## config.mk

```make
export PLATFORM = sky130hd
export DESIGN_NAME = input_script_player_flat
export DESIGN_NICKNAME = d
export VERILOG_FILES = /design/src/rtl/input_script_player_pkg.sv /design/src/rtl/input_script_player_if.sv /design/src/rtl/input_script_player_k_matrix.sv /design/src/rtl/input_script_player.sv /design/src/flat_wrapper.sv
export SDC_FILE = /design/constraint.sdc
export NUM_CORES = 1
export LEC_CHECK = 0
export BUFFER_PORTS_ARGS = -buffer_cell sky130_fd_sc_hd__buf_2
export CAP_MARGIN = 15
export CORE_MARGIN = 2
export CORE_UTILIZATION = 32
export DETAILED_ROUTE_END_ITERATION = 8
export PLACE_DENSITY_LB_ADDON = 0.3
export SYNTH_ARGS = -nofsm -noshare
export SYNTH_HDL_FRONTEND = slang
export SYNTH_SLANG_ARGS = --single-unit
```

## constraint.sdc

```tcl
create_clock -name clk -period 2.6 [get_ports clk]
set_input_delay 0.52 -clock clk [delete_from_list [all_inputs] [get_ports clk]]
set_output_delay 0.52 -clock clk [all_outputs]
set_load 0.01 [all_outputs]
```

## src/rtl/input_script_player_pkg.sv

```systemverilog
// Shared types and default sizing for the scripted Game & Watch button player.
package gw_input_pkg;

  localparam int unsigned DEF_NUM_BUTTONS = 8;
  localparam int unsigned DEF_DEPTH       = 16;
  localparam int unsigned DEF_SEL_W       = 8;
  localparam int unsigned DEF_DELTA_W     = 24;

  typedef enum logic [1:0] {
    OP_PRESS   = 2'd0,
    OP_RELEASE = 2'd1,
    OP_FINISH  = 2'd2
  } op_e;

  // Encoding 3 is reserved and behaves like OP_FINISH.
  typedef struct packed {
    logic [DEF_DELTA_W-1:0]     delta;
    op_e                        op;
    logic [DEF_NUM_BUTTONS-1:0] mask;
  } event_t;

  typedef enum logic [2:0] {
    S_IDLE,
    S_LOAD,
    S_WAIT,
    S_APPLY,
    S_DONE
  } state_e;

  function automatic logic is_edit(op_e op);
    return (op == OP_PRESS) || (op == OP_RELEASE);
  endfunction

endpackage

```

## src/rtl/input_script_player_if.sv

```systemverilog
// Control, table/map write and status bundle of the input script player.
interface input_script_player_if
  import gw_input_pkg::*;
#(
  parameter int unsigned NUM_BUTTONS = DEF_NUM_BUTTONS,
  parameter int unsigned DEPTH       = DEF_DEPTH,
  parameter int unsigned SEL_W       = DEF_SEL_W,
  parameter int unsigned DELTA_W     = DEF_DELTA_W
);
  localparam int unsigned ADDR_W = $clog2(DEPTH);
  localparam int unsigned BTN_W  = $clog2(NUM_BUTTONS);
  localparam int unsigned SELI_W = $clog2(SEL_W);

  logic                   step_tick_i;
  logic                   start_i;
  logic                   abort_i;
  logic                   wr_en_i;
  logic [ADDR_W-1:0]      wr_addr_i;
  logic [DELTA_W-1:0]     wr_delta_i;
  logic [1:0]             wr_op_i;
  logic [NUM_BUTTONS-1:0] wr_mask_i;
  logic                   map_wr_en_i;
  logic [BTN_W-1:0]       map_btn_i;
  logic [SELI_W-1:0]      map_sel_i;
  logic [1:0]             map_kbit_i;
  logic [SEL_W-1:0]       select_i;
  logic [3:0]             input_k_o;
  logic [NUM_BUTTONS-1:0] buttons_o;
  logic                   busy_o;
  logic                   done_o;
  logic                   event_strobe_o;

  modport slave (
    input  step_tick_i, start_i, abort_i, wr_en_i, wr_addr_i, wr_delta_i, wr_op_i,
           wr_mask_i, map_wr_en_i, map_btn_i, map_sel_i, map_kbit_i, select_i,
    output input_k_o, buttons_o, busy_o, done_o, event_strobe_o
  );

  modport master (
    output step_tick_i, start_i, abort_i, wr_en_i, wr_addr_i, wr_delta_i, wr_op_i,
           wr_mask_i, map_wr_en_i, map_btn_i, map_sel_i, map_kbit_i, select_i,
    input  input_k_o, buttons_o, busy_o, done_o, event_strobe_o
  );

endinterface

```

## src/rtl/input_script_player_k_matrix.sv

```systemverilog
// Maps held buttons onto the CPU K inputs through the select lines; purely combinational.
module input_k_matrix
  import gw_input_pkg::*;
#(
  parameter int unsigned NUM_BUTTONS = DEF_NUM_BUTTONS,
  parameter int unsigned SEL_W       = DEF_SEL_W
) (
  input  logic [NUM_BUTTONS-1:0]                    buttons_i,
  input  logic [NUM_BUTTONS-1:0][$clog2(SEL_W)-1:0] map_sel_i,
  input  logic [NUM_BUTTONS-1:0][1:0]               map_kbit_i,
  input  logic [SEL_W-1:0]                          select_i,
  output logic [3:0]                                input_k_o
);

  always_comb begin
    input_k_o = '0;
    for (int unsigned b = 0; b < NUM_BUTTONS; b++) begin
      if (buttons_i[b] && select_i[map_sel_i[b]]) input_k_o[map_kbit_i[b]] = 1'b1;
    end
  end

endmodule

```

## src/rtl/input_script_player.sv

```systemverilog
// Replays a table of timed press/release/finish events, counted in retired CPU steps.
module input_script_player
  import gw_input_pkg::*;
#(
  parameter int unsigned NUM_BUTTONS = DEF_NUM_BUTTONS,
  parameter int unsigned DEPTH       = DEF_DEPTH,
  parameter int unsigned SEL_W       = DEF_SEL_W,
  parameter int unsigned DELTA_W     = DEF_DELTA_W
) (
  input logic                  clk,
  input logic                  reset_n,
  input_script_player_if.slave bus
);

  localparam int unsigned ADDR_W = $clog2(DEPTH);
  localparam int unsigned SELI_W = $clog2(SEL_W);

  state_e                 state_q, state_d;
  event_t                 table_q [DEPTH];
  event_t                 work_q, work_d, entry_c;
  logic [ADDR_W-1:0]      ptr_q, ptr_d;
  logic [DELTA_W-1:0]     cnt_q, cnt_d;
  logic [NUM_BUTTONS-1:0] buttons_q, buttons_d;
  logic                   busy_q, busy_d;
  logic                   done_q, done_d;
  logic                   strobe_q, strobe_d;
  logic                   last_c;

  logic [NUM_BUTTONS-1:0][SELI_W-1:0] map_sel_q;
  logic [NUM_BUTTONS-1:0][1:0]        map_kbit_q;

  assign entry_c = table_q[ptr_q];
  assign last_c  = (ptr_q == ADDR_W'(DEPTH - 1));

  // Event table has no reset so a script survives reset_n.
  always_ff @(posedge clk) begin
    if (bus.wr_en_i) begin
      table_q[bus.wr_addr_i] <= '{delta: bus.wr_delta_i, op: op_e'(bus.wr_op_i),
                                  mask: bus.wr_mask_i};
    end
  end

  always_ff @(posedge clk or negedge reset_n) begin
    if (!reset_n) begin
      map_sel_q  <= '0;
      map_kbit_q <= '0;
    end else if (bus.map_wr_en_i) begin
      map_sel_q[bus.map_btn_i]  <= bus.map_sel_i;
      map_kbit_q[bus.map_btn_i] <= bus.map_kbit_i;
    end
  end

  always_ff @(posedge clk or negedge reset_n) begin
    if (!reset_n) state_q <= S_IDLE;
    else          state_q <= state_d;
  end

  // Next state: abort outranks start, start restarts from any state.
  always_comb begin
    state_d = state_q;
    if (bus.abort_i) begin
      state_d = S_IDLE;
    end else if (bus.start_i) begin
      state_d = S_LOAD;
    end else begin
      case (state_q)
        S_LOAD:  state_d = (entry_c.delta == '0) ? S_APPLY : S_WAIT;
        S_WAIT:  if (bus.step_tick_i && (cnt_q == DELTA_W'(1))) state_d = S_APPLY;
        S_APPLY: state_d = (!is_edit(work_q.op) || last_c) ? S_DONE : S_LOAD;
        default: state_d = state_q;
      endcase
    end
  end

  // Datapath and registered status derived from the transition being taken.
  always_comb begin
    ptr_d     = ptr_q;
    cnt_d     = cnt_q;
    work_d    = work_q;
    buttons_d = buttons_q;
    done_d    = done_q;
    strobe_d  = 1'b0;
    if (bus.abort_i) begin
      buttons_d = '0;
    end else if (bus.start_i) begin
      ptr_d     = '0;
      buttons_d = '0;
      done_d    = 1'b0;
    end else begin
      case (state_q)
        S_LOAD: begin
          work_d = entry_c;
          cnt_d  = entry_c.delta;
        end
        S_WAIT: if (bus.step_tick_i) cnt_d = cnt_q - DELTA_W'(1);
        S_APPLY: begin
          if (is_edit(work_q.op)) begin
            buttons_d = (work_q.op == OP_PRESS) ? (buttons_q | work_q.mask)
                                                : (buttons_q & ~work_q.mask);
            strobe_d  = 1'b1;
            ptr_d     = ptr_q + ADDR_W'(1);
          end
        end
        default: ;
      endcase
    end
    if (state_d == S_DONE) done_d = 1'b1;
    busy_d = (state_d == S_LOAD) || (state_d == S_WAIT) || (state_d == S_APPLY);
  end

  always_ff @(posedge clk or negedge reset_n) begin
    if (!reset_n) begin
      ptr_q     <= '0;
      cnt_q     <= '0;
      work_q    <= '0;
      buttons_q <= '0;
      busy_q    <= 1'b0;
      done_q    <= 1'b0;
      strobe_q  <= 1'b0;
    end else begin
      ptr_q     <= ptr_d;
      cnt_q     <= cnt_d;
      work_q    <= work_d;
      buttons_q <= buttons_d;
      busy_q    <= busy_d;
      done_q    <= done_d;
      strobe_q  <= strobe_d;
    end
  end

  assign bus.buttons_o      = buttons_q;
  assign bus.busy_o         = busy_q;
  assign bus.done_o         = done_q;
  assign bus.event_strobe_o = strobe_q;

  input_k_matrix #(
    .NUM_BUTTONS(NUM_BUTTONS),
    .SEL_W      (SEL_W)
  ) u_k_matrix (
    .buttons_i (buttons_q),
    .map_sel_i (map_sel_q),
    .map_kbit_i(map_kbit_q),
    .select_i  (bus.select_i),
    .input_k_o (bus.input_k_o)
  );

endmodule

```

## src/flat_wrapper.sv

```systemverilog
// flat-port wrapper written by rule: the top's interface ports become plain ports
module input_script_player_flat import gw_input_pkg::*;
#(
  parameter int unsigned NUM_BUTTONS = DEF_NUM_BUTTONS,
  parameter int unsigned DEPTH       = DEF_DEPTH,
  parameter int unsigned SEL_W       = DEF_SEL_W,
  parameter int unsigned DELTA_W     = DEF_DELTA_W
)
  (clk, reset_n, bus_step_tick_i, bus_start_i, bus_abort_i, bus_wr_en_i, bus_wr_addr_i, bus_wr_delta_i, bus_wr_op_i, bus_wr_mask_i, bus_map_wr_en_i, bus_map_btn_i, bus_map_sel_i, bus_map_kbit_i, bus_select_i, bus_input_k_o, bus_buttons_o, bus_busy_o, bus_done_o, bus_event_strobe_o);
  input_script_player_if #(.NUM_BUTTONS(NUM_BUTTONS), .DEPTH(DEPTH), .SEL_W(SEL_W), .DELTA_W(DELTA_W)) bus_i ();
  input logic clk;
  input logic reset_n;
  input wire logic [$bits(bus_i.step_tick_i)-1:0] bus_step_tick_i;
  input wire logic [$bits(bus_i.start_i)-1:0] bus_start_i;
  input wire logic [$bits(bus_i.abort_i)-1:0] bus_abort_i;
  input wire logic [$bits(bus_i.wr_en_i)-1:0] bus_wr_en_i;
  input wire logic [$bits(bus_i.wr_addr_i)-1:0] bus_wr_addr_i;
  input wire logic [$bits(bus_i.wr_delta_i)-1:0] bus_wr_delta_i;
  input wire logic [$bits(bus_i.wr_op_i)-1:0] bus_wr_op_i;
  input wire logic [$bits(bus_i.wr_mask_i)-1:0] bus_wr_mask_i;
  input wire logic [$bits(bus_i.map_wr_en_i)-1:0] bus_map_wr_en_i;
  input wire logic [$bits(bus_i.map_btn_i)-1:0] bus_map_btn_i;
  input wire logic [$bits(bus_i.map_sel_i)-1:0] bus_map_sel_i;
  input wire logic [$bits(bus_i.map_kbit_i)-1:0] bus_map_kbit_i;
  input wire logic [$bits(bus_i.select_i)-1:0] bus_select_i;
  output wire logic [$bits(bus_i.input_k_o)-1:0] bus_input_k_o;
  output wire logic [$bits(bus_i.buttons_o)-1:0] bus_buttons_o;
  output wire logic [$bits(bus_i.busy_o)-1:0] bus_busy_o;
  output wire logic [$bits(bus_i.done_o)-1:0] bus_done_o;
  output wire logic [$bits(bus_i.event_strobe_o)-1:0] bus_event_strobe_o;
  assign bus_i.step_tick_i = bus_step_tick_i;
  assign bus_i.start_i = bus_start_i;
  assign bus_i.abort_i = bus_abort_i;
  assign bus_i.wr_en_i = bus_wr_en_i;
  assign bus_i.wr_addr_i = bus_wr_addr_i;
  assign bus_i.wr_delta_i = bus_wr_delta_i;
  assign bus_i.wr_op_i = bus_wr_op_i;
  assign bus_i.wr_mask_i = bus_wr_mask_i;
  assign bus_i.map_wr_en_i = bus_map_wr_en_i;
  assign bus_i.map_btn_i = bus_map_btn_i;
  assign bus_i.map_sel_i = bus_map_sel_i;
  assign bus_i.map_kbit_i = bus_map_kbit_i;
  assign bus_i.select_i = bus_select_i;
  assign bus_input_k_o = bus_i.input_k_o;
  assign bus_buttons_o = bus_i.buttons_o;
  assign bus_busy_o = bus_i.busy_o;
  assign bus_done_o = bus_i.done_o;
  assign bus_event_strobe_o = bus_i.event_strobe_o;
  input_script_player #(.NUM_BUTTONS(NUM_BUTTONS), .DEPTH(DEPTH), .SEL_W(SEL_W), .DELTA_W(DELTA_W)) u_core (.clk(clk), .reset_n(reset_n), .bus(bus_i));
endmodule
```

# After elaboration in Yosys (flattened, before gate mapping)
# Memories as Yosys holds them, arrays and structs flattened.
# Cells that the tools add are included.
# totals
regBits,92
latch_bits,0
ramBits,544
romBits,0
in_bits,61
output_inout_bits,15
wordCells,185
n_memories,1
# memory_table
memory,depth,width,rd,rd_ports_with_merged_regs,write_ports,line,text
u_core.table_q,16,34,1,0,1,input_script_player.sv:19,event_t table_q [DEPTH];
# op_classes
addsub,2
n_mul,0
div,0
n_lt_le_gt_ge,26
eq_ne,12
shifts,0
mux,71
bitwise,12
n_reduce_logical,36
# op_table
operator,count
24-bit one-hot mux with 2 select lines,1
4-bit two-way mux,11
8-bit two-way mux,5
"3-bit by 4-bit < comparator with 1-bit output, second input constant",9
4-bit bitwise OR,7
1-bit two-way mux,26
1-bit binary-select mux with 3-bit select,8
24-bit bitwise mux,1
"24-bit by 1-bit == test with 1-bit output, second input constant",1
24-bit logical NOT,1
"2-bit by 3-bit < comparator with 1-bit output, second input constant",8
24-bit two-way mux,1
"24-bit by 1-bit subtractor with 24-bit output, second input constant",1
1-bit logical AND,18
16-bit bitwise mux,1
1-bit demux with 2-bit select,8
"2-bit by 1-bit >= comparator with 1-bit output, second input constant",8
3-bit two-way mux,5
"3-bit by 2-bit == test with 1-bit output, second input constant",4
3-bit demux with 3-bit select,1
3-bit one-hot mux with 3 select lines,1
8-bit AND,1
8-bit inverter,1
8-bit bitwise OR,1
19 further kinds,30

# Depth between registers and ports, before layout
# Gate-level depths: netlist of the first run.
# logic_depth
depth_word,19
depth_mapped,11
depth_no_buf,9

# By module
# A second synthesis of the first run with hierarchy kept.
# hier_totals
hier_cells,1417
area_unflattened_um2,25918.6
# modules_own_cells
mod,instances,cells_per_inst,area_each_um2,seq_area_each_um2
input_script_player,1,1288,24962.7,18637.9
input_k_matrix,1,129,955.9,0.0

# Worst setup path before layout of the first run
# Ideal clock, no wire load.
# synth_timing
path_kind,input to register
from,input port bus_wr_addr_i[2]
to,memory u_core.table_q[0][0] in the netlist's numbering (enable)
setup_time_ns,0.468
arrival_time_ns,3.372
required_time_ns,2.132
slack_ns,-1.240
cell_stages,2
path_buffers,0
cell_sequence,or3b_2 > nor3_1
# synth_lines
item,line,text
from (decl),flat_wrapper.sv:17,input wire logic [$bits(bus_i.wr_addr_i)-1:0] bus_wr_addr_i;
to (decl),input_script_player.sv:19,
# Straight into the memory's write port.

# Worst setup path after layout of the first run
# layout_timing
from,register u_core.map_sel_q[0] in the netlist's numbering
to,output port bus_input_k_o[0]
# layout_between
elab_chain_len,18
# layout_lines
item,line,text
from (decl),input_script_player.sv:29,logic [NUM_BUTTONS-1:0][SELI_W-1:0] map_sel_q;
"from (signal, indexed assignment)",input_script_player.sv:48,map_sel_q[bus.map_btn_i] <= bus.map_sel_i;
1-bit binary-select mux with 3-bit select *,input_script_player_k_matrix.sv:18,if (buttons_i[b] && select_i[map_sel_i[b]]) input_k_o[map_kbit_i[b]] = 1'b1;
1-bit two-way mux (implied by the code) *,input_script_player_k_matrix.sv:18,
1-bit logical AND *,input_script_player_k_matrix.sv:18,
4-bit two-way mux *,input_script_player_k_matrix.sv:18,
4-bit bitwise OR (no source line),-,
4-bit two-way mux *,input_script_player_k_matrix.sv:18,
4-bit bitwise OR (no source line),-,
4-bit two-way mux *,input_script_player_k_matrix.sv:18,
[... 2 more ...],-,
4-bit bitwise OR (no source line),-,
4-bit two-way mux *,input_script_player_k_matrix.sv:18,
4-bit bitwise OR (no source line),-,
4-bit two-way mux *,input_script_player_k_matrix.sv:18,
4-bit bitwise OR (no source line),-,
4-bit two-way mux *,input_script_player_k_matrix.sv:18,
4-bit bitwise OR (no source line),-,
4-bit two-way mux *,input_script_player_k_matrix.sv:18,
to (decl),flat_wrapper.sv:26,output wire logic [$bits(bus_i.input_k_o)-1:0] bus_input_k_o;
# Mark *: on every way between the ends. The rest lies on a longest branch, timed or not. The select of a mux whose other input is x is not followed.

==> results of run 1 <==
==> cells by family (layout without fill, tap and decap cells) <==
family          count (synthesis)  after routing  share of synthesized area
compound gates                180            180                    0.04687
fa+ha+maj                       3              3                   0.001459
buf+inv                        75            345                    0.01585
flops                         636            636                     0.7242
simple gates                  217            217                    0.04200
xor+xnor                        1              1                  0.0003404
mux                           252            252                     0.1693
==> metal layers <==
metal / vias to the layer above / track usage
li1: 6075 / -
met1: 7375 / 0.2114
met2: 377 / 0.2593
met3: 95 / 0.02765
met4: 6 / 0.04622
met5: - / 0
==> flip-flops by register name, summed over array words and instances, names as in the netlist <==
name                       count
u_core.bus.busy_o              1
u_core.bus.buttons_o           8
u_core.bus.done_o              1
u_core.bus.event_strobe_o      1
u_core.cnt_q                  24
u_core.map_kbit_q             16
u_core.map_sel_q              24
u_core.ptr_q                   4
u_core.state_q                 3
u_core.table_q               544
u_core.work_q                 10
==> path summary, 6_finish.rpt <==
check	from	end	slack (ps)	cells past startpoint
setup / recovery	u_core.map_sel_q[0]	bus_input_k_o[0]	-690	9
hold / removal	bus_abort_i	u_core.bus.busy_o	230	2
setup reg to reg	u_core.ptr_q[0]	u_core.cnt_q[16]	100	7
hold reg to reg	u_core.cnt_q[7]	u_core.cnt_q[7]	490	2
max in group asynchronous	reset_n	u_core.ptr_q[1]	1480	3
min in group asynchronous	reset_n	u_core.map_sel_q[10]	470	2
==> cells in the mapped netlist (10+ instances only) <==
cell      count
a221oi_1     28
dfrtp_1      92
inv_1        12
mux2i_1      54
nand3_1      18
mux2_2       57
buf_2        11
nand4_1      10
mux4_2      141
nand2_1      57
nor2_1       55
edfxtp_1    544
a22oi_1      16
o21ai_0      46
buf_6        11
clkbuf_1     30
a21oi_1      41
nor3_1       23
==> what timing repair did <==
item,4_1_cts,5_1_grt
setup endpoints to repair,8,9
setup buffers,3,10
gates resized for setup,22,22
hold buffers,1,0
endpoints found under the hold margin,42,0
gates cloned,0,2
pin swaps,11,9
==> per-stage QoR <==
stage	util	hold slack (ps)	power, mW
final	0.3877	232.9	22.33
after CTS	0.3846	193.1	22.54
after floorplan	-	224.4	12.72
after detailed placement	0.3566	479.7	13.31
after global placement	0.3566	468.9	13.23
after global routing	0.3877	229.2	23.09
==> worst max-delay path, stage by stage (launching register included) <==
cell,delay (ps)
dfrtp_1,390
mux4_2,510
mux2_4,310
nand2_4,80
buf_6,90
nor3_2,30
a21oi_1,150
o311ai_1,130
a2111o_1,330
buf_2,160
==> power by group through the flow <==
stage / clock network [mW] / logic (mW) / registers, mW
finish: 9.17 / 1.27 / 11.9
detailed placement: 0 / 1.23 / 12.1
CTS: 9.39 / 1.27 / 11.9
global route: 9.75 / 1.39 / 11.9
floorplan: 0 / 0.750 / 12.0
global placement: 0 / 1.18 / 12.0
==> layout make-up <==
type                    instances  share of cell area
multi-input cells             653              0.2252
clock buffers                  98             0.06287
flip-flops and latches        636              0.6011
repair buffers                211             0.06134
inverters                      12            0.001452
well taps                    1060             0.04275
clock inverters                24            0.005363
==> results.md, run 1 <==
- Finished Layout Cells: 2694
- Arrival time worst endpoint: between 2000 and 3000 ps
- # rows: about 100
- Synth Flop Type: edfxtp_1
- Vias in the first global route: 14470
- Die Footprint: 82710 um2
- Wire length on met2: 32100 um
- Maximum fanout along the worst path: 3
- Pre-CTS setup slack: -417.4 ps
- Mean Syn Cell Area: around 19 um2
- Worst-margin pin slew: 637.3 ps
- Die Span X: 287.6 um
- Net count after synthesis: 1428
- Setup slack after layout: -689.0 ps
- Crit end category: output pin
- CTS tree: done
- Worst-skew pair later-pin latency: 610 ps
- Tcrit/Tclk final: 1.265
- Die height: 287.6 um
- Maximum number of pins on one net before global-route repair: 47
- Critical path launch point type: flop
- Psw: 4.842 mW
- Wire length on met3: between 3000 and 4000 um
- Maximum vdd ir drop: 0.4245 mV
- Path type of the worst min-delay path: in -> reg
- Minimum clock period: 3289 ps
- FFs w/ async S/R, synth: 0.1447
- Core Region: 80030 um2
- Power share of the combinational group: 0.057
- Cell taking the most area after synthesis: edfxtp_1
- Initial Utilization: 0.3216
- P_leak: 10.12 nW
- Sequential power share: 0.532
- P&R area growth vs syn: 20.55%
- Status: finished, violations left
- Final Hold Fails: 0
- Yosys cell types: 61
- RSZ-0062 raised after global routing: true
- Share of layout cells above drive strength 1: 0.3366
- Global-route wire length before repair: 95210 um
- GPL Wtd Cong: 0.8853
- Final Max Tran Viols: 0
- CTS sink count: roughly 640
- P_int: 17.49 mW
- Max Used Layer: met5
- Register area: 18650 um2
- Drt total wl: 64770 um
- Met1 wire length: 28090 um
- Most common cell after layout, fill and taps aside: edfxtp_1
- Via density: 5.170
- Post-synth EDFFs: 544
- Rel. slew slack: 0.5743
- Nets: 1648
- CP required: 2080 ps
- Final setup violating endpoints: 4
- Remaining global-route overflow: 0
- Placed cells: 2556
- Number of max-cap violations: 0
- TritonCTS Buffers: 70
- Pwr/cell area: 719.7 nW/um2
- Yosys Warn Count: 0
- FILL cells: 7226
- Port-buffer cells: 75
- # IOs: 76
- Mapped Cells: 1364
- Clock tree buffer depth: 3
- Failing checks: setup timing
- Final TNS setup: -2263 ps
- Initial DRC count: 1113
- Wire length per cell: 24.04 um
- Root Buffer: clkbuf_16
- Ant. Diodes: 0
- Post-route DRC: 0
- Yosys reg bits: roughly 640
- Post-route ant nets: 0
- Synth area leaders: edfxtp_1, mux4_2, dfrtp_1
- Clock share of power: 0.411
- Via count: 13930
- Critical path class: reg -> out
- Drt pass-1 iters: 5
- Gr usage total: 0.1567
- H-tree depth: 3
- Most frequent cells in the layout: edfxtp_1, mux4_2, buf_4
- Dpl hpwl: 37300 um
- Initial antenna violation count: 6
- Netlist Area Pre-Place: 25740 um2
- Top-area cell type share of the netlist area: 0.6347
- Clk_skew: 21.60 ps
- CTS clock-pin slew for the worst setup and hold paths: 50 ps
- Multi-input gate area: 6987 um2
- Seq/Total Area, Yosys: 0.7242
- Area after detailed placement: between 20000 and 30000 um2
- Max frequency: just over 0.3 GHz
- Switching part of the total power: 0.2168
- Post-route cell area: roughly 31000 um2
Power figures use the tool's default switching activity.
==> inputs of run 2 (changes only) <==
--- a/config.mk
+++ b/config.mk
@@ -13,4 +13,5 @@
 export PLACE_DENSITY_LB_ADDON = 0.3
 export SYNTH_ARGS = -nofsm -noshare
 export SYNTH_HDL_FRONTEND = slang
+export SYNTH_HIERARCHICAL = 1
 export SYNTH_SLANG_ARGS = --single-unit
==> results.md, run 2 <==
- Setup slack after layout: -534.1 ps (+154.8 ps)
- Gr usage total: 0.1575 (+0.0007953)
- Initial Utilization: 0.3223 (+0.0006948)
- Placed cells: 2616 (+2.3%)
- Hold Path Stages: 2 (unchanged)
- Levels on crit path: 7 (-2)
- FFs w/ async S/R, synth: 0.1447 (unchanged)
- Tcrit/Tclk final: 1.205 (-0.05956)
- Final Hold Fails: 0 (unchanged)
- Slowest stage cell, crit path: or4_1
- Register area: 18650 um2 (unchanged)
- P&R area growth vs syn: 20.76%
- Drt total wl: 65210 um (+0.69%)
- Multi-input gate area: 7206 um2 (+3.1%)
- CTS tree: done
- Rel. slew slack: 0.4931 (-0.08116)
- Number of max-cap violations: 0 (unchanged)
- Yosys reg bits: 636 (unchanged)
- Endpoint, Worst Hold: u_core/state_q[0]
- CTS clock-pin slew for the worst setup and hold paths: 60 ps (about the same)
- Net count after synthesis: 1481 (+3.7%)
- TritonCTS Buffers: 69 (-1.4%)
- Maximum number of pins on one net before global-route repair: 39 (-17%)
- # IOs: 76 (unchanged)
- Delay-heaviest family, CP: simple AND/OR/NAND/NOR gates
- CTS sink count: 636 (unchanged)
- Root Buffer: clkbuf_16
- Via count: 14430 (+3.6%)
- Post-synth EDFFs: 544 (unchanged)
- R2r endpoint: u_core/state_q[0]
- Final TNS setup: -2061 ps (+201.9 ps)
- Crit path buf inv count: 2 (unchanged)
- Most frequent cells in the layout: edfxtp_1, mux4_2, buf_4
- Initial antenna violation count: 7 (+1)
- RSZ-0062 raised after global routing: true
- Worst-skew pair later-pin latency: 610 ps (about the same)
- Port-buffer cells: 75 (unchanged)
- Mapped Cells: 1417 (+3.9%)
- Post-route DRC: 0 (unchanged)
- Synth Flop Type: edfxtp_1
- GPL Wtd Cong: 0.8472 (-4.3%)
- R2R setup slack: 0 ps (-100 ps)
- Netlist Area Pre-Place: 25920 um2 (+0.70%)
- Yosys cell types: 70 (+15%)
- Arrival time worst endpoint: 2610 ps (-160 ps)
- Dpl hpwl: 38620 um (+3.5%)
- Seq/Total Area, Yosys: 0.7191 (-0.005069)
- Nets: 1705 (+3.5%)
- Share of layout cells above drive strength 1: 0.3284 (-0.008177)
- Ant. Diodes: 0 (unchanged)
- Clock tree buffer depth: 3 (unchanged)
- Pwr Total: 22.67 mW (+1.5%)
- Die height: 288.6 um (+0.35%)
- Core Region: 80420 um2 (+0.49%)
- Critical path class: reg -> out
- Path type of the worst min-delay path: in -> reg
- Drt pass-1 iters: 8 (+3)
- Clk_skew: 18.89 ps (-2.704 ps)
- Minimum clock period: 3134 ps (-154.8 ps)
- Die Footprint: 83290 um2 (+0.69%)
- FILL cells: 7268 (+0.58%)
- Die Span X: 288.6 um (+0.35%)
- Global-route wire length before repair: 96990 um (+1.9%)
- P_leak: 10.26 nW (+1.3%)
- Finished Layout Cells: 2756 (+2.3%)
- Maximum fanout along the worst path: 3 (unchanged)
- Pwr/cell area: 724.4 nW/um2 (+0.65%)
- Worst Reg2Reg Path Length in Cells: 8 (+1)
- Max frequency: 0.3191 GHz (+4.9%)
- Reg-to-reg startpoint: u_core/ptr_q[0]
- Critical path launch point type: flop
- Top-count cell post-synth: edfxtp_1
- Post-route ant nets: 0 (unchanged)
- Crit end category: output pin
- Initial DRC count: 1122 (+0.81%)
- H-tree depth: 3 (unchanged)
- Failing checks: setup timing
- Status: finished, violations left
- Regs by FF count: u_core/table_q: 544 flops, u_core/cnt_q: 24 flops, u_core/map_sel_q: 24 flops
- Max FFs per register: 544 (unchanged)
- Vias in the first global route: 14740 (+1.9%)
- Pre-CTS setup slack: -218.4 ps (+199.0 ps)
- Wire length per cell: 23.66 um (-1.6%)
- Synth area leaders: edfxtp_1, mux4_2, dfrtp_1
- Critical-path cell list: buf_6, mux2_1, o31a_1, nand4_1, o21ai_1, or4_1, buf_2
- Core Util, Final: 0.3892 (+0.001510)
- Via density: 5.235 (+1.3%)
- Remaining global-route overflow: 0 (unchanged)
- Maximum vdd ir drop: 0.4469 mV (+5.3%)
- Most frequent cells after synthesis: edfxtp_1, mux4_2, dfrtp_1
- Yosys Warn Count: 6 (+6)
- Slowest cell delay on critical path: 540 ps (+30 ps)
- Final Max Tran Viols: 0 (unchanged)
- Most common cell after layout, fill and taps aside: edfxtp_1
- CP required: 2080 ps (about the same)
- # rows: 104 (unchanged)
- Final setup violating endpoints: 4 (unchanged)
- Worst-margin pin slew: 758.8 ps (+121.5 ps)
- Top-area cell type share of the netlist area: 0.6303 (-0.004443)
- Mean Syn Cell Area: 18.29 um2 (-3.1%)
- Cell taking the most area after synthesis: edfxtp_1
- Most flop-heavy register: u_core/table_q
- Min-delay src: bus_abort_i
[run 2: cell count changes after synthesis, sizes merged, moves of 5 or more]
cell,previous run,this run
or4,1,6
mux2i,54,80
nand4b,3,8
o32ai,1,6
nand2b,4,15
mux4,141,125
o21ai,48,60
nor2,55,67
a21oi,41,32
nand2,57,45
[run 2: worst max path at each step]
stage                             start              endpoint  slack (ps)
floorplan              bus_wr_addr_i[2]  u_core/table_q[1][0]        -330
global placement        bus_select_i[5]      bus_input_k_o[0]        -220
detailed placement      bus_select_i[5]      bus_input_k_o[0]        -220
CTS                 u_core/map_sel_q[3]      bus_input_k_o[3]        -580
global route        u_core/map_sel_q[0]      bus_input_k_o[3]        -660
finish              u_core/map_sel_q[3]      bus_input_k_o[3]        -530
[run 2: final cells by class]
cell class                 count  area share
tap                         1060     0.04237
clock inverter                33    0.008475
multi-input combinational    702      0.2302
sequential                   636      0.5958
clock buffer                  93     0.06036
timing repair buffer         218     0.06108
inverter                      14    0.001679
[run 2: layer usage]
layer | up-vias | share of wire | GRT usage
met5 | - | 0.0010 | 0
met4 | 12 | 0.017 | 0.04343
met3 | 91 | 0.057 | 0.02836
met2 | 400 | 0.47 | 0.2473
met1 | 7637 | 0.45 | 0.2254
li1 | 6287 | - | -
[run 2: repair_timing]
| item | 4_1_cts | 5_1_grt |
|---|---|---|
| endpoints found under the hold margin | 15 | 0 |
| gates resized for setup | 30 | 14 |
| cloned | 2 | 0 |
| setup buffers | 13 | 0 |
| hold buffers | 1 | 0 |
| setup endpoints to repair | 17 | 10 |
| pin swaps | 13 | 5 |
[run 2: through the flow]
stage | hold slack, ps | area (um2)
2_1_floorplan | 224.4 | 25960
3_3_place_gp | 454.2 | 28790
3_5_place_dp | 457.7 | 28790
4_1_cts | 209.8 | 31270
5_1_grt | 242.2 | 31300
6_report | 239.2 | 31300
[run 2: logic make-up after synthesis]
kind of cell	share of synthesized area
and+or+nand+nor	0.04649
buffers and inverters	0.01448
DFF	0.7191
AOI/OAI and AO/OA	0.05431
muxes	0.1638
adders and majority gates	0.001448
xor gates and xnor gates	0.0003380
[run 2: power by group]
part | switching (mW) | total (mW) | internal [mW]
registers | 0.364 | 11.9 | 11.5
logic | 0.764 | 1.44 | 0.671
clock network | 3.91 | 9.34 | 5.43
total | 5.04 | 22.7 | 17.6
==> inputs of run 3 (changes only) <==
--- a/config.mk
+++ b/config.mk
@@ -5,11 +5,12 @@
 export SDC_FILE = /design/constraint.sdc
 export NUM_CORES = 1
 export LEC_CHECK = 0
-export BUFFER_PORTS_ARGS = -buffer_cell sky130_fd_sc_hd__buf_2
 export CAP_MARGIN = 15
 export CORE_MARGIN = 2
 export CORE_UTILIZATION = 32
 export DETAILED_ROUTE_END_ITERATION = 8
+export DONT_BUFFER_PORTS = 1
+export GPL_TIMING_DRIVEN = 0
 export PLACE_DENSITY_LB_ADDON = 0.3
 export SYNTH_ARGS = -nofsm -noshare
 export SYNTH_HDL_FRONTEND = slang
==> results.md, run 3 (same netlist as run 2, synthesis figures left out) <==
- Status: finished, violations left
- Failing checks: setup timing
- Wire length on met3: 4724 um (+27%)
- RSZ-0062 raised after global routing: true
- Nets: 1652 (-3.1%)
- Crit end category: output pin
- Root Buffer: clkbuf_16
- Most flop-heavy register: u_core/table_q
- Wire length per cell: 25.37 um (+7.2%)
- Drt pass-1 iters: 5 (-3)
- Clk_skew: 37.17 ps (+18.27 ps)
- CTS tree: done
- Minimum clock period: 3050 ps (-84.01 ps)
- GPL Wtd Cong: 0.8371 (-1.2%)
- Maximum vdd ir drop: 0.3880 mV (-13%)
- Pre-CTS setup slack: -1358 ps (-1139 ps)
- Core Region: 80420 um2 (unchanged)
- P_int: 17.93 mW (+1.7%)
- Setup slack after layout: -450.1 ps (+84.01 ps)
- Clock tree buffer depth: 3 (unchanged)
- H-tree depth: 3 (unchanged)
- Psw: 5.078 mW (+0.73%)
- Rel. slew slack: 0.3512 (-0.1419)
- Drt total wl: 68560 um (+5.1%)
- Tcrit/Tclk final: 1.173 (-0.03231)
- Max FFs per register: 544 (unchanged)
- Share of layout cells above drive strength 1: 0.2736 (-0.05481)
- Most common cell after layout, fill and taps aside: edfxtp_1
- Maximum fanout along the worst path: 3 (unchanged)
- Post-route DRC: 0 (unchanged)
- Die Footprint: 83290 um2 (unchanged)
- Global-route wire length before repair: 98980 um (+2.0%)
- Dpl hpwl: 44770 um (+16%)
- Critical path launch point type: flop
- Initial Utilization: 0.3223 (unchanged)
- Via density: 5.365 (+2.5%)
- # IOs: 76 (unchanged)
- TritonCTS Buffers: 71 (+2.9%)
- CTS sink count: 636 (unchanged)
- Power share of the combinational group: 0.060 (-0.003)
- Initial DRC count: 1379 (+23%)
- CTS clock-pin slew for the worst setup and hold paths: 60 ps (about the same)
- Met1 wire length: 30040 um (+1.5%)
- Post-route cell area: 31510 um2 (+0.67%)
- Die height: 288.6 um (unchanged)
- Maximum number of pins on one net before global-route repair: 93 (+140%)
- Vias in the first global route: 14530 (-1.5%)
- Wire length on met2: 32340 um (+5.3%)
- Area after detailed placement: 28040 um2 (-2.6%)
- Pwr/cell area: 730.0 nW/um2 (+0.78%)
- Max frequency: 0.3279 GHz (+2.8%)
- Regs by FF count: u_core/table_q: 544 flops, u_core/cnt_q: 24 flops, u_core/map_sel_q: 24 flops
- Final Max Tran Viols: 0 (unchanged)
- FILL cells: 7292 (+0.33%)
- Switching part of the total power: 0.2207 (-0.001584)
- Gr usage total: 0.1634 (+0.005871)
- Final setup violating endpoints: 5 (+1)
- Worst-skew pair later-pin latency: 620 ps (about the same)
- Die Span X: 288.6 um (unchanged)
- Max Used Layer: met5
- Path type of the worst min-delay path: in -> reg
- Clock share of power: 0.424 (+0.012)
- Sequential power share: 0.517 (-0.008)
- Port-buffer cells: 0 (-100%)
- R2R setup slack: -160 ps (-160 ps)
- Arrival time worst endpoint: 2530 ps (-80 ps)
- P&R area growth vs syn: 21.57%
- P_leak: 10.02 nW (-2.3%)
- Remaining global-route overflow: 0 (unchanged)
- Initial antenna violation count: 8 (+1)
- # rows: 104 (unchanged)
- Most frequent cells in the layout: edfxtp_1, mux4_2, dfrtp_1
- CP required: 2080 ps (about the same)
- Number of max-cap violations: 0 (unchanged)
- Worst-margin pin slew: 971.1 ps (+212.3 ps)
- Post-route ant nets: 0 (unchanged)
- Via count: 14500 (+0.48%)
- Final Hold Fails: 0 (unchanged)
- Critical path class: reg -> out
-- run 3: repair_timing --
action,4_1_cts,5_1_grt
hold endpoints to repair,625,0
hold buffers,39,0
buffers inserted,5,25
pin swaps,9,20
cloned,0,1
setup endpoints to repair,41,29
resized for setup,93,66
-- run 3: worst paths after layout --
path | from | to | cells past startpoint
worst max-delay path | u_core/map_sel_q[6] | bus_input_k_o[0] | 5
worst min-delay path | bus_wr_delta_i[18] | u_core/table_q[4][28] | 0
worst max register to register | u_core/ptr_q[0] | u_core/state_q[0] | 11
worst min register to register | u_core/cnt_q[20] | u_core/cnt_q[20] | 1
max in group asynchronous | reset_n | u_core/cnt_q[9] | 2
min in group asynchronous | reset_n | u_core/map_sel_q[11] | 2
-- run 3: power groups by stage --
stage / Clock (mW) / Sequential (mW) / Combinational [mW]
5_1_grt: 10.4 / 11.9 / 1.48
6_report: 9.75 / 11.9 / 1.37
4_1_cts: 9.95 / 11.9 / 1.32
3_3_place_gp: 0 / 12.1 / 1.00
3_5_place_dp: 0 / 12.1 / 1.08
2_1_floorplan: 0 / 12.0 / 0.809
-- run 3: routing by layer --
metal	vias to the layer above	track usage
li1	6187	-
met1	7666	0.2315
met2	522	0.2592
met3	111	0.03349
met4	10	0.03802
met5	-	0
-- run 3: cell type report --
cell class              count  area (um2)  share of cell area
inverters                  14       52.55            0.001668
repair buffers             99        1353             0.04293
flip-flops and latches    636       18640              0.5917
clock buffers              93        1889             0.05996
multi-input cells         702        7295              0.2315
plain buffers              64       579.3             0.01839
well taps                1060        1326             0.04209
clock inverters            33       369.1             0.01171
diodes                      1       2.502          0.00007942
-- run 3: per-stage QoR --
step	instances	hold WS (ps)	utilization	setup TNS (ps)	power, mW
2_1_floorplan	1417	224.4	-	-34140	12.80
3_3_place_gp	2477	226.9	0.3393	-840050	13.06
4_1_cts	2676	5.561	0.3859	-2144	23.15
5_1_grt	2702	9.081	0.3918	-2449	23.78
6_report	2702	39.35	0.3918	-1845	23.00
3_5_place_dp	2506	227.6	0.3486	-26640	13.17
-- run 3: worst max-delay path, cell delays in order (launching register included) --
cell	delay (ps)
dfrtp_1	370
mux4_2	510
or2_4	270
nand4_4	100
o41ai_4	90
or4_4	570
